===== config.mk =====
export PLATFORM = sky130hd
export DESIGN_NAME = pmod_spi_target
export DESIGN_NICKNAME = d
export VERILOG_FILES = /design/src/rtl/pmod_spi_target_pkg.sv /design/src/rtl/pmod_spi_target_sync.sv /design/src/rtl/pmod_spi_target.sv
export SDC_FILE = /design/constraint.sdc
export NUM_CORES = 1
export LEC_CHECK = 0
export ABC_AREA = 1
export CORE_UTILIZATION = 40
export CTS_CLUSTER_DIAMETER = 40
export CTS_CLUSTER_SIZE = 24
export DETAILED_ROUTE_END_ITERATION = 8
export PLACE_DENSITY = 0.59
export REMOVE_ABC_BUFFERS = 1
export SLEW_MARGIN = 15
export SYNTH_ARGS = -nofsm -noshare
export SYNTH_HDL_FRONTEND = slang
export SYNTH_HIERARCHICAL = 1
export SYNTH_SLANG_ARGS = --single-unit

===== constraint.sdc =====
create_clock -name aclk -period 3.9 [get_ports aclk]
set_input_delay 0.39 -clock aclk [delete_from_list [all_inputs] [get_ports aclk]]
set_output_delay 0.39 -clock aclk [all_outputs]
set_load 0.005 [all_outputs]

===== src/rtl/pmod_spi_target_pkg.sv =====
`default_nettype none
// ============================================================================
// Module   : pmod_spi_target_pkg
// Purpose  : Shared types and constants for the PmodWIFI SPI target model.
//            - state_e       : frame state (IDLE, SHIFT)
//            - SYNC_STAGES   : pin synchronizer depth
//            - BITS_PER_BYTE : SPI bits per byte
//            - FILL_DEFAULT  : byte driven on MISO when no tx data is queued
// Revision : 1.0 - initial release
// ============================================================================
package pmod_spi_target_pkg;

  typedef enum logic [0:0] {
    IDLE  = 1'b0,
    SHIFT = 1'b1
  } state_e;

  localparam int         SYNC_STAGES   = 2;
  localparam int         BITS_PER_BYTE = 8;
  localparam logic [7:0] FILL_DEFAULT  = 8'hFF;

endpackage
`default_nettype wire


===== src/rtl/pmod_spi_target_sync.sv =====
`default_nettype none
// ============================================================================
// Module   : pmod_spi_target_sync
// Purpose  : Multi-stage synchronizer for one asynchronous pin, followed by a
//            registered rise/fall detector.
// Ports    : aclk    - system clock
//            aresetn - asynchronous active-low reset
//            pin_i   - asynchronous pin
//            level_o - synchronized pin level
//            rise_o  - one-cycle pulse, synchronized level rose
//            fall_o  - one-cycle pulse, synchronized level fell
// Revision : 1.0 - initial release
// ============================================================================
module pmod_spi_target_sync
  import pmod_spi_target_pkg::*;
#(
  parameter logic RESET_VAL = 1'b0
) (
  input  logic aclk,
  input  logic aresetn,
  input  logic pin_i,
  output logic level_o,
  output logic rise_o,
  output logic fall_o
);

  logic [SYNC_STAGES-1:0] sync_q, sync_d;
  logic                   prev_q, prev_d;
  logic                   rise_q, rise_d;
  logic                   fall_q, fall_d;

  always_comb begin
    sync_d = {sync_q[SYNC_STAGES-2:0], pin_i};
    prev_d = sync_q[SYNC_STAGES-1];
    rise_d = sync_q[SYNC_STAGES-1] & ~prev_q;
    fall_d = ~sync_q[SYNC_STAGES-1] & prev_q;
  end

  // Reset to the pin's idle level so releasing reset does not fake an edge.
  always_ff @(posedge aclk or negedge aresetn) begin
    if (!aresetn) begin
      sync_q <= {SYNC_STAGES{RESET_VAL}};
      prev_q <= RESET_VAL;
      rise_q <= 1'b0;
      fall_q <= 1'b0;
    end else begin
      sync_q <= sync_d;
      prev_q <= prev_d;
      rise_q <= rise_d;
      fall_q <= fall_d;
    end
  end

  assign level_o = sync_q[SYNC_STAGES-1];
  assign rise_o  = rise_q;
  assign fall_o  = fall_q;

endmodule
`default_nettype wire


===== src/rtl/pmod_spi_target.sv =====
`default_nettype none
// ============================================================================
// Module   : pmod_spi_target
// Purpose  : SPI mode-0 target standing in for the PmodWIFI module. Pins are
//            sampled in the aclk domain; received bytes leave on an rx
//            valid/ready stream, transmit bytes arrive on a tx stream.
// Ports    : aclk, aresetn          - clock, async active-low reset
//            sck_i, ss_n_i, mosi_i  - SPI pins from the initiator
//            miso_o, miso_t         - MISO data and tristate (1 = high-Z)
//            int_o, int_t           - active-low interrupt and its tristate
//            tx_data/valid/ready    - transmit byte stream
//            rx_data/valid/ready    - receive byte stream
//            busy                   - frame in progress
//            rx_overrun/tx_underrun - one-cycle error pulses
// Config   : PMOD_SPI_TARGET_RXFIFO_EN - RX_DEPTH-entry rx FIFO; otherwise a
//            single rx holding register.
// Revision : 1.0 - initial release
// ============================================================================
module pmod_spi_target
  import pmod_spi_target_pkg::*;
#(
  parameter logic [7:0] FILL     = FILL_DEFAULT,
  parameter int         RX_DEPTH = 4
) (
  input  logic       aclk,
  input  logic       aresetn,
  input  logic       sck_i,
  input  logic       ss_n_i,
  input  logic       mosi_i,
  output logic       miso_o,
  output logic       miso_t,
  output logic       int_o,
  output logic       int_t,
  input  logic [7:0] tx_data,
  input  logic       tx_valid,
  output logic       tx_ready,
  output logic [7:0] rx_data,
  output logic       rx_valid,
  input  logic       rx_ready,
  output logic       busy,
  output logic       rx_overrun,
  output logic       tx_underrun
);

  localparam logic [2:0] LAST_BIT = 3'(BITS_PER_BYTE - 1);

  if (RX_DEPTH < 2 || (RX_DEPTH & (RX_DEPTH - 1)) != 0) begin : g_rx_depth_check
    $error("RX_DEPTH must be a power of two and at least 2");
  end

  logic ss_level, ss_rise, ss_fall;
  logic sck_level_unused, sck_rise, sck_fall;

  pmod_spi_target_sync #(.RESET_VAL(1'b1)) u_sync_ss (
    .aclk(aclk), .aresetn(aresetn), .pin_i(ss_n_i),
    .level_o(ss_level), .rise_o(ss_rise), .fall_o(ss_fall)
  );

  pmod_spi_target_sync #(.RESET_VAL(1'b0)) u_sync_sck (
    .aclk(aclk), .aresetn(aresetn), .pin_i(sck_i),
    .level_o(sck_level_unused), .rise_o(sck_rise), .fall_o(sck_fall)
  );

  logic [SYNC_STAGES-1:0] mosi_sync_q, mosi_sync_d;
  logic                   mosi;

  state_e     state_q, state_d;
  logic [2:0] bit_cnt_q, bit_cnt_d;
  logic [7:0] rx_shift_q, rx_shift_d;
  logic [7:0] tx_shift_q, tx_shift_d;
  logic [7:0] tx_hold_q, tx_hold_d;
  logic       tx_full_q, tx_full_d;
  logic       tx_underrun_q, tx_underrun_d;
  logic       rx_overrun_q, rx_overrun_d;
  logic [7:0] rx_byte;
  logic       rx_push, tx_load, rx_full, rx_pop, rx_accept;

  assign mosi    = mosi_sync_q[SYNC_STAGES-1];
  // Byte as it stands once the current MOSI bit is shifted in, so the push on
  // the last rise needs no extra cycle.
  assign rx_byte = {rx_shift_q[6:0], mosi};

  always_comb begin
    mosi_sync_d   = {mosi_sync_q[SYNC_STAGES-2:0], mosi_i};
    state_d       = state_q;
    bit_cnt_d     = bit_cnt_q;
    rx_shift_d    = rx_shift_q;
    tx_shift_d    = tx_shift_q;
    tx_hold_d     = tx_hold_q;
    tx_full_d     = tx_full_q;
    tx_underrun_d = 1'b0;
    rx_push       = 1'b0;
    tx_load       = 1'b0;

    // SS rise outranks any SCK edge seen in the same cycle.
    if (ss_rise) begin
      state_d   = IDLE;
      bit_cnt_d = '0;
    end else begin
      case (state_q)
        IDLE: begin
          if (ss_fall) begin
            state_d   = SHIFT;
            bit_cnt_d = '0;
            tx_load   = 1'b1;
          end
        end
        SHIFT: begin
          if (sck_rise) begin
            rx_shift_d = rx_byte;
            if (bit_cnt_q == LAST_BIT) begin
              rx_push   = 1'b1;
              tx_load   = 1'b1;
              bit_cnt_d = '0;
            end else begin
              bit_cnt_d = bit_cnt_q + 3'd1;
            end
          end else if (sck_fall && bit_cnt_q != 3'd0) begin
            // With bit_cnt at 0 the freshly loaded MSB is already on MISO.
            tx_shift_d = {tx_shift_q[6:0], 1'b0};
          end
        end
        default: state_d = IDLE;
      endcase
    end

    if (tx_load) begin
      if (tx_full_q) begin
        tx_shift_d = tx_hold_q;
        tx_full_d  = 1'b0;
      end else begin
        tx_shift_d    = FILL;
        tx_underrun_d = 1'b1;
      end
    end

    // Only captures while empty, so it never collides with the load above.
    if (tx_valid && !tx_full_q) begin
      tx_hold_d = tx_data;
      tx_full_d = 1'b1;
    end
  end

  assign rx_pop       = rx_valid && rx_ready;
  assign rx_accept    = rx_push && (!rx_full || rx_pop);
  assign rx_overrun_d = rx_push && rx_full && !rx_pop;

  always_ff @(posedge aclk or negedge aresetn) begin
    if (!aresetn) begin
      mosi_sync_q   <= '0;
      state_q       <= IDLE;
      bit_cnt_q     <= '0;
      rx_shift_q    <= '0;
      tx_shift_q    <= FILL;
      tx_hold_q     <= '0;
      tx_full_q     <= 1'b0;
      tx_underrun_q <= 1'b0;
      rx_overrun_q  <= 1'b0;
    end else begin
      mosi_sync_q   <= mosi_sync_d;
      state_q       <= state_d;
      bit_cnt_q     <= bit_cnt_d;
      rx_shift_q    <= rx_shift_d;
      tx_shift_q    <= tx_shift_d;
      tx_hold_q     <= tx_hold_d;
      tx_full_q     <= tx_full_d;
      tx_underrun_q <= tx_underrun_d;
      rx_overrun_q  <= rx_overrun_d;
    end
  end

`ifdef PMOD_SPI_TARGET_RXFIFO_EN
  localparam int         AW      = $clog2(RX_DEPTH);
  localparam logic [AW:0] PTR_ONE = (AW + 1)'(1);

  logic [AW:0] wr_ptr_q, wr_ptr_d, rd_ptr_q, rd_ptr_d;
  logic [7:0]  mem_q [RX_DEPTH];

  always_comb begin
    wr_ptr_d = wr_ptr_q;
    rd_ptr_d = rd_ptr_q;
    if (rx_accept) wr_ptr_d = wr_ptr_q + PTR_ONE;
    if (rx_pop)    rd_ptr_d = rd_ptr_q + PTR_ONE;
  end

  always_ff @(posedge aclk or negedge aresetn) begin
    if (!aresetn) begin
      wr_ptr_q <= '0;
      rd_ptr_q <= '0;
    end else begin
      wr_ptr_q <= wr_ptr_d;
      rd_ptr_q <= rd_ptr_d;
    end
  end

  // Storage needs no reset; the pointers define what is valid.
  always_ff @(posedge aclk) begin
    if (rx_accept) mem_q[wr_ptr_q[AW-1:0]] <= rx_byte;
  end

  // Wrap bits differ and indices match: writer is a full lap ahead.
  assign rx_full  = (wr_ptr_q[AW] != rd_ptr_q[AW]) &&
                    (wr_ptr_q[AW-1:0] == rd_ptr_q[AW-1:0]);
  assign rx_valid = (wr_ptr_q != rd_ptr_q);
  assign rx_data  = mem_q[rd_ptr_q[AW-1:0]];
`else
  logic [7:0] rx_hold_q, rx_hold_d;
  logic       rx_full_q, rx_full_d;

  always_comb begin
    rx_hold_d = rx_hold_q;
    rx_full_d = rx_full_q;
    if (rx_pop) rx_full_d = 1'b0;
    if (rx_accept) begin
      rx_hold_d = rx_byte;
      rx_full_d = 1'b1;
    end
  end

  always_ff @(posedge aclk or negedge aresetn) begin
    if (!aresetn) begin
      rx_hold_q <= '0;
      rx_full_q <= 1'b0;
    end else begin
      rx_hold_q <= rx_hold_d;
      rx_full_q <= rx_full_d;
    end
  end

  assign rx_full  = rx_full_q;
  assign rx_valid = rx_full_q;
  assign rx_data  = rx_hold_q;
`endif

  assign miso_o      = tx_shift_q[7];
  assign miso_t      = ss_level;
  assign int_o       = ~rx_valid;
  assign int_t       = 1'b0;
  assign tx_ready    = ~tx_full_q;
  assign busy        = (state_q != IDLE);
  assign rx_overrun  = rx_overrun_q;
  assign tx_underrun = tx_underrun_q;

endmodule
`default_nettype wire


==> flow_summary.yaml <==
floorplanning:
  start_util_pct: 42.7
  ios: 32
  placementRows: 25
  die_x_um: 74.2
  coreArea_um2: 4880
  die-area_um2: 5500
  die_y_um: 74.2
placed_design:
  port_buffers: 30
  place.gp.congestion: 0.759
  hpwl_um: 2440
  dpl.cell_count: 312
  dpl_worst_slack_ns: 2.20
run:
  maxCapViolations: 0
logic_synthesis:
  yosysTopAreaCell: "dfrtp_1"
  synth_edf_count: 0
  ys_warn_count: 6
  synth_common_cells: "nand2_1, dfrtp_1, inv_1"
  synth_area_um2: 2080
  async_flop_share_pct: 100
  synthCells: 219
  synth_top_area_share_pct: 48.0
  synth_area_leaders: "dfrtp_1, dfstp_2, nand2_1"
  synth_most_common_cell: "nand2_1"
  synth.distinct_cells: 25
  ys_seq_area_share_pct: 61.9
  synth_seq_cells: 51
  ys.flop_type: "dfrtp_1"
  syn-mean-instance-area_um2: 9.51
timing:
  period_share_pct: 46.3
  finalHoldViolations: 0
  tns_ns: 0
  slew_headroom_pct: 59.2
  slew_violations: 0
  setup_violations: 0
  fin_skew_ns: 0.00423
  period_minus_slack_ns: 1.80
  worst_slack_ns: 2.10
  max_freq_mhz: 554
  tightest_slew_ns: 0.612
  rsz0062_at_grt: "no"
global_route:
  grt_pass1_vias: 1383
  overflow: 0
  track_usage_pct: 14.7
  grt_pass1_wl_um: 6020
  grt_max_degree: 52
  antenna_found_initial: 0
detailed_routing:
  wirelength_um: 3510
  dr.max_layer_used: "met4"
  ant_nets: 0
  wl_met1_um: 1770
  dr_wl_met3_um: 127
  dr_total_vias: 1420
  wl_per_cell_um: 11.0
  drc: 0
  route.met2.wl_um: 1550
  first_pass_iters: 4
  routed_via_density: 4.44
  drtIter0Drc: 117
clock_network:
  post_cts_buffers: 0
  clk_pin_slew_ns: 0.09
  cts.sinks: 51
  numCtsBuffers: 5
  clockBufferDepth: 2
  cts.htree.levels: 2
  clockRootBuffer: "clkbuf_8"
  cts_resized: 0
  hold_buffers: 0
  cts_tree: "done"
  clock_latency_ns: 0.30
layout:
  drive_gt1_share_pct: 15.8
  nNetsFinal: 270
  final_cells: 320
  area_growth_pct: 22.3
  antenna_cells: 0
setup_path:
  path_class: "reg -> out"
  crit_path_cell_trace: "inv_1, clkdlybuf4s50_1"
  worstSetupEndpointType: "primary output"
  worstPathRequired_ns: 3.51
  critPathLaunch: "tx_full_q"
  slowest_stage: "clkdlybuf4s50_1"
  cp-start-kind: "register"
  cp.arrival_ns: 1.41
  r2r-start: "bit_cnt_q[0]"
  cp_max_fo: 9
  r2r_slack_ns: 2.24
  slowest_delay_ns: 0.51
power:
  total_power_mw: 1.41
  power_frac_seq_pct: 52.4
  pwr-share-comb_pct: 20.8
  p_leak_nw: 1.24
  vdd_drop_max_mv: 0.260
  clock_power_share_pct: 26.8
  internal_power_mw: 1.00
  swShare_pct: 28.6
  p_per_area_nw_per_um2: 551
  p_sw_uw: 402
outcome:
  status: "complete, no violations"
min_path:
  hold_path_class: "in -> async"
path summary, 6_finish.rpt:
kind,to,cells after the start
setup / recovery,tx_ready,2
hold / removal,u_sync_sck/sync_q[0],2
setup reg to reg,tx_shift_q[3],10
hold reg to reg,mosi_sync_q[1],0
max in group asynchronous,rx_overrun,2
min in group aclk,mosi_sync_q[1],0
layer usage:
metal | track usage [%] | up-vias
li1 | - | 737
met1 | 20.1 | 647
met2 | 21.6 | 31
met3 | 3.25 | 5
met4 | 8.33 | 0
met5 | 0 | -
critical path: cells and delay by family, from the launching register on:
kind / cells / cell delay [ns]
buf+inv: 2 / 0.64
flops: 1 / 0.47
logic make-up (layout without fill, tap and decap cells):
group / Yosys count / count (layout) / share of synthesized area, %
mux: 1 / 1 / 0.541
compound gates: 27 / 27 / 7.87
other cells: 1 / 1 / 0.180
simple gates: 100 / 100 / 20.2
buf+inv: 36 / 70 / 7.51
flops: 51 / 51 / 61.9
fa+ha+maj: 3 / 3 / 1.80
layout make-up:
type / instances / area, um^2
Sequential cell: 51 / 1290
Timing Repair Buffer: 31 / 303
Tap cell: 67 / 83.8
Clock buffer: 6 / 82.6
Fill cell: 485 / 2330
Inverter: 31 / 118
Multi-Input combinational cell: 132 / 637
Clock inverter: 2 / 35.0
power by group through the flow:
stage	Sequential [mW]	Clock [mW]	Combinational, mW
finish	0.736	0.376	0.293
global route	0.754	0.412	0.346
CTS	0.738	0.390	0.296
detailed placement	0.748	0	0.295
global placement	0.744	0	0.291
floorplan	0.732	0	0.199
per-stage QoR:
step           hold slack [ns]  utilization (%)  instance area (um^2)
3_3_place_gp             0.333             49.8                  2430
4_1_cts                  0.202             52.2                  2550
3_5_place_dp             0.345             49.8                  2430
5_1_grt                  0.240             52.2                  2550
6_report                 0.184             52.2                  2550
2_1_floorplan           0.0944                -                  2040
cells in the final DEF (no fill, tap or decap):
| cell | synthesis | final |
|---|---|---|
| dfrtp_1 | 40 | 40 |
| conb_1 | 1 | 1 |
| inv_1 | 28 | 28 |
| nor3_1 | 1 | 1 |
| o21ai_1 | 1 | 1 |
| a21oi_1 | 7 | 7 |
| nand2_1 | 65 | 65 |
| nor2_1 | 15 | 15 |
| clkbuf_8 | 0 | 6 |
| o21ai_2 | 7 | 7 |
| nand2_2 | 5 | 5 |
| dfstp_2 | 11 | 11 |
| nor4_1 | 1 | 1 |
| or2_2 | 1 | 1 |
| clkinv_2 | 1 | 2 |
| buf_2 | 1 | 1 |
| ha_1 | 3 | 3 |
| bufinv_16 | 0 | 1 |
| nand3_1 | 10 | 10 |
| nor2_4 | 1 | 1 |
| o22ai_1 | 2 | 2 |
| nor3_2 | 1 | 1 |
| o21ai_0 | 10 | 10 |
| mux2_2 | 1 | 1 |
| buf_4 | 3 | 1 |
| clkdlybuf4s50_1 | 0 | 29 |
| inv_2 | 2 | 2 |
registers in the layout, indices dropped and copies added, names as in the netlist, 2 cells and up:
signal / cells
rx_data: 8
u_sync_sck/sync_q: 2
tx_hold_q: 8
bit_cnt_q: 3
u_sync_ss/sync_q: 2
tx_shift_q: 8
mosi_sync_q: 2
rx_shift_q: 7
(Power assumes the default switching activity.)
==> RTL edit 1, RTL diff (same settings) <==
Set the package constant `SYNC_STAGES` to 4 (it was 2).
--- a/src/rtl/pmod_spi_target_pkg.sv
+++ b/src/rtl/pmod_spi_target_pkg.sv
@@ -17,3 +17,3 @@
 
-  localparam int         SYNC_STAGES   = 2;
+  localparam int         SYNC_STAGES   = 4;
   localparam int         BITS_PER_BYTE = 8;
Function: changed (a bounded check fails within 4 cycles, from zero or initial values and one cycle with aresetn low).
==> RTL edit 1 against the unedited design <==
Sequential cell count up 6. Count of clock-buffer cells in the layout rose by 9. Global-route usage hardly changed. Routed wire length increased by 3.9%. Area after synthesis up 7.3%. Total power increased by 11%. Register-to-register slack barely moved. Cell area is 7.9% higher. Setup slack got worse by 0.018 ns. Largest power group unchanged.
==> RTL edit 1: results <==
group,metric,value,unit
outcome,outcome,"complete, no violations",
setup_path,arrival,1.43,ns
logic_synthesis,synth.area.top_cells,"dfrtp_1 (49%), dfstp_2 (15%), nand2_1 (11%)",
sta,slew_headroom,43.71,%
clock_tree,insertion_delay,0.32,ns
grt,grt_use_met2,20.00,%
logic_synthesis,seq_area_frac_synth,64.52,%
logic_synthesis,synth_common_cells,"nand2_1 (65), dfrtp_1 (44), inv_1 (28)",
finish,layout-drive-gt1-share,16.85,%
sta,skew,0.006654,ns
clock_tree,post_cts.repair.setup_buffers,0,
grt,grtUsageMet3,3.929,%
routing,wl,3643,um
logic_synthesis,syn_inst,225,
clock_tree,path_clk_slew,0.06,ns
setup_path,crit_start,"tx_full_q",
pwr,peakVddDrop,0.3069,mV
grt,grt_pass1_vias,1456,
finish,fin_nets,280,
placed_design,gp_congestion,0.7486,
routing,wl_per_cell,10.81,um
clock_tree,cts_buffers,9,
grt,grt_max_degree,41,
pwr,p_leak,1.332,nW
placed_design,dp_cells,321,
grt,track_usage,14.69,%
placed_design,hpwl,2472,um
grt,use_met1,20.11,%
routing,via_per_inst,4.412,
grt,overflow,0,
clock_tree,htree_num_levels,3,
grt,grt_first_pass_wirelength,6596,um
logic_synthesis,synth_warnings,6,
routing,drtIter0Drc,42,
placed_design,postPlaceCellArea,2587,um2
RTL edit 1: changes by cell type after synthesis, sizes merged:
| cell | before | now |
|---|---|---|
| dfrtp | 40 | 44 |
| dfstp | 11 | 13 |
RTL edit 1: per-stage QoR:
stage,worst slack [ns],hold WS [ns]
CTS,2.062,0.2030
global route,1.972,0.2361
floorplan,2.417,0.09441
finish,2.078,0.1732
global placement,2.197,0.3341
detailed placement,2.192,0.3411
RTL edit 1: worst reg2reg max path, stage by stage, from the launching register on:
cell and delay, ns:
dfrtp_1 0.39, ha_1 0.21, ha_1 0.21, nand2_2 0.10
nand2_2 0.13, inv_2 0.07, nand2_1 0.06, nand2_2 0.15
clkinv_2 0.14, nand2_1 0.09, nand2_1 0.05
RTL edit 1: layer usage:
layer,routed length [um],up-vias
li1,-,767
met2,1545,29
met5,0,-
met3,131,9
met4,86,0
met1,1880,682
RTL edit 1: path summary, 6_finish.rpt:
| path | cells after the start | endpoint | slack, ns |
|---|---|---|---|
| max | 2 | tx_ready | 2.08 |
| min | 1 | rx_data[2] | 0.17 |
| max reg2reg | 10 | tx_shift_q[7] | 2.24 |
| min reg2reg | 0 | mosi_sync_q[2] | 0.34 |
| max in group asynchronous | 2 | tx_shift_q[2] | 2.90 |
| min in group aclk | 0 | mosi_sync_q[2] | 0.34 |
RTL edit 1: final cells by class:
cell class	count	area, um2
clock buffers	15	156.4
clock inverters	1	5.005
fillers	476	2489
inverters	31	117.6
multi-input cells	132	636.9
flip-flops and latches	57	1443
well taps	70	87.58
repair buffers	31	302.8
RTL edit 1: power by group:
| group | leakage [nW] | total, mW | internal (mW) | switching, mW |
|---|---|---|---|---|
| Sequential | 0.692 | 0.804 | 0.742 | 0.0625 |
| Combinational | 0.558 | 0.293 | 0.121 | 0.171 |
| Clock | 0.0817 | 0.457 | 0.248 | 0.209 |
| Total | 1.33 | 1.55 | 1.11 | 0.443 |
RTL edit 1: logic make-up after synthesis:
group,share of synthesized area [%]
AO/OA/AOI/OAI,7.330
multiplexers,0.5036
adder cells (fa/ha/maj),1.679
flip-flops,64.52
other,0.1677
buffers and inverters,6.995
AND/OR/NAND/NOR,18.80
==> RTL edit 2, RTL diff (config.mk and constraints unchanged) <==
Made on the original files. Register the output `tx_underrun` once more, with the module's reset; this adds one clock of latency there. The other outputs are not delayed to match. Comments in the files are not updated.
--- a/src/rtl/pmod_spi_target.sv
+++ b/src/rtl/pmod_spi_target.sv
@@ -241,3 +241,9 @@
   assign rx_overrun  = rx_overrun_q;
-  assign tx_underrun = tx_underrun_q;
+  always_ff @(posedge aclk or negedge aresetn) begin
+    if (!aresetn) begin
+      tx_underrun <= '0;
+    end else begin
+      tx_underrun <= tx_underrun_q;
+    end
+  end
 
Behaviour: not the same (Yosys sat finds a counterexample within 10 cycles, from zero or initial values and one cycle with aresetn low).
==> RTL edit 2 against the unedited design <==
Combinational power down 1%. Sequential share of layout area is 0.96 points higher. Sequential cell count increased by 1. Cell area about the same. Die area increased by 1.2%. Routed wire length shrank 0.91%. Area after synthesis rose by 1.2%. Total power fell by 4.2%. Utilization is 2.3 points lower. Setup slack lost 0.022 ns.
==> RTL edit 2: results <==
group,metric,value,unit
grt,grtUsageMet3,4.065,%
routing,wl_met2,1452,um
grt,use_met1,21.41,%
logic_synthesis,synth_compound_area_share,7.774,%
logic_synthesis,yosys.area_share.adder,1.780,%
routing,via_per_inst,4.407,
finish,antenna_cells,0,
grt,grt_first_pass_wirelength,6078,um
logic_synthesis,synth_common_cells,"nand2_1 (65), dfrtp_1 (41), inv_1 (28)",
clock_tree,insertion_delay,0.30,ns
setup_path,arrival,1.44,ns
routing,drtIter0Drc,51,
pwr,peakVddDrop,0.2966,mV
grt,antenna_found_initial,0,
finish,fin_nets,271,
logic_synthesis,muxShareOfSynthArea,0.5341,%
placed_design,dpl_worst_slack,2.177,ns
logic_synthesis,synth.area.top_cells,"dfrtp_1 (49%), dfstp_2 (14%), nand2_1 (12%)",
placed_design,dp_cells,316,
pwr,p_leak,1.242,nW
routing,wl_met3,129,um
grt,grt_pass1_vias,1307,
logic_synthesis,seq_area_frac_synth,62.37,%
sta,finalMaxSlewViolations,0,
routing,wl,3474,um
outcome,outcome,"complete, no violations",
pwr,power.total,1.346,mW
placed_design,hpwl,2450,um
clock_tree,cts-root-buf,"clkbuf_8",
grt,track_usage,15.10,%
sta,tightest_slew,0.6018,ns
pwr,pg_clk,0.307,mW
logic_synthesis,async_reset_ff_share,100.0,%
setup_path,worstRegToRegCells,10,
placed_design,gp_congestion,0.7804,
finish,layout-drive-gt1-share,14.96,%
pwr,switching_power,0.3931,mW
finish,design_area,2550,um2
pwr,power_frac_seq,55.7,%
setup_path,cp_max_fo,9,
routing,m1WireLength,1820,um
hold_path,hold_path.class,"in -> async",
grt,grt_max_degree,28,
routing,top_layer_used,"met4",
routing,wl_per_cell,10.72,um
logic_synthesis,avgSynthCellArea,9.583,um2
grt,grt_use_met2,21.32,%
logic_synthesis,yosys.area_share.xor_xnor,0,%
sta,skew,0.004758,ns
finish,fill_cells,495,
clock_tree,clk_path_buf_depth,2,
clock_tree,cts_buffers,5,
logic_synthesis,synth_warnings,6,
[RTL edit 2: cell types whose count changed after synthesis]
cell     delta
dfrtp_1     +1
[RTL edit 2: worst paths after layout]
| path | start | endpoint | slack (ns) |
|---|---|---|---|
| max in group asynchronous | aresetn | u_sync_ss/sync_q[1] | 3.00 |
| worst max-delay path | tx_full_q | tx_ready | 2.07 |
| min in group aclk | u_sync_sck/sync_q[0] | u_sync_sck/sync_q[1] | 0.35 |
| worst max register to register | bit_cnt_q[0] | tx_shift_q[6] | 2.21 |
| worst min-delay path | aresetn | tx_underrun | 0.09 |
| worst min register to register | u_sync_sck/sync_q[0] | u_sync_sck/sync_q[1] | 0.35 |
[RTL edit 2: cell type report]
class                   instances  area share (%)
inverters                      31           4.612
multi-input cells             132           24.98
repair buffers                 31           11.87
well taps                      70           3.435
flip-flops and latches         52           51.57
clock buffers                   8           3.533
[RTL edit 2: critical path, cell delays in order, from the launching register on]
cell,delay [ns]
dfrtp_1,0.48
inv_1,0.14
clkdlybuf4s50_1,0.51
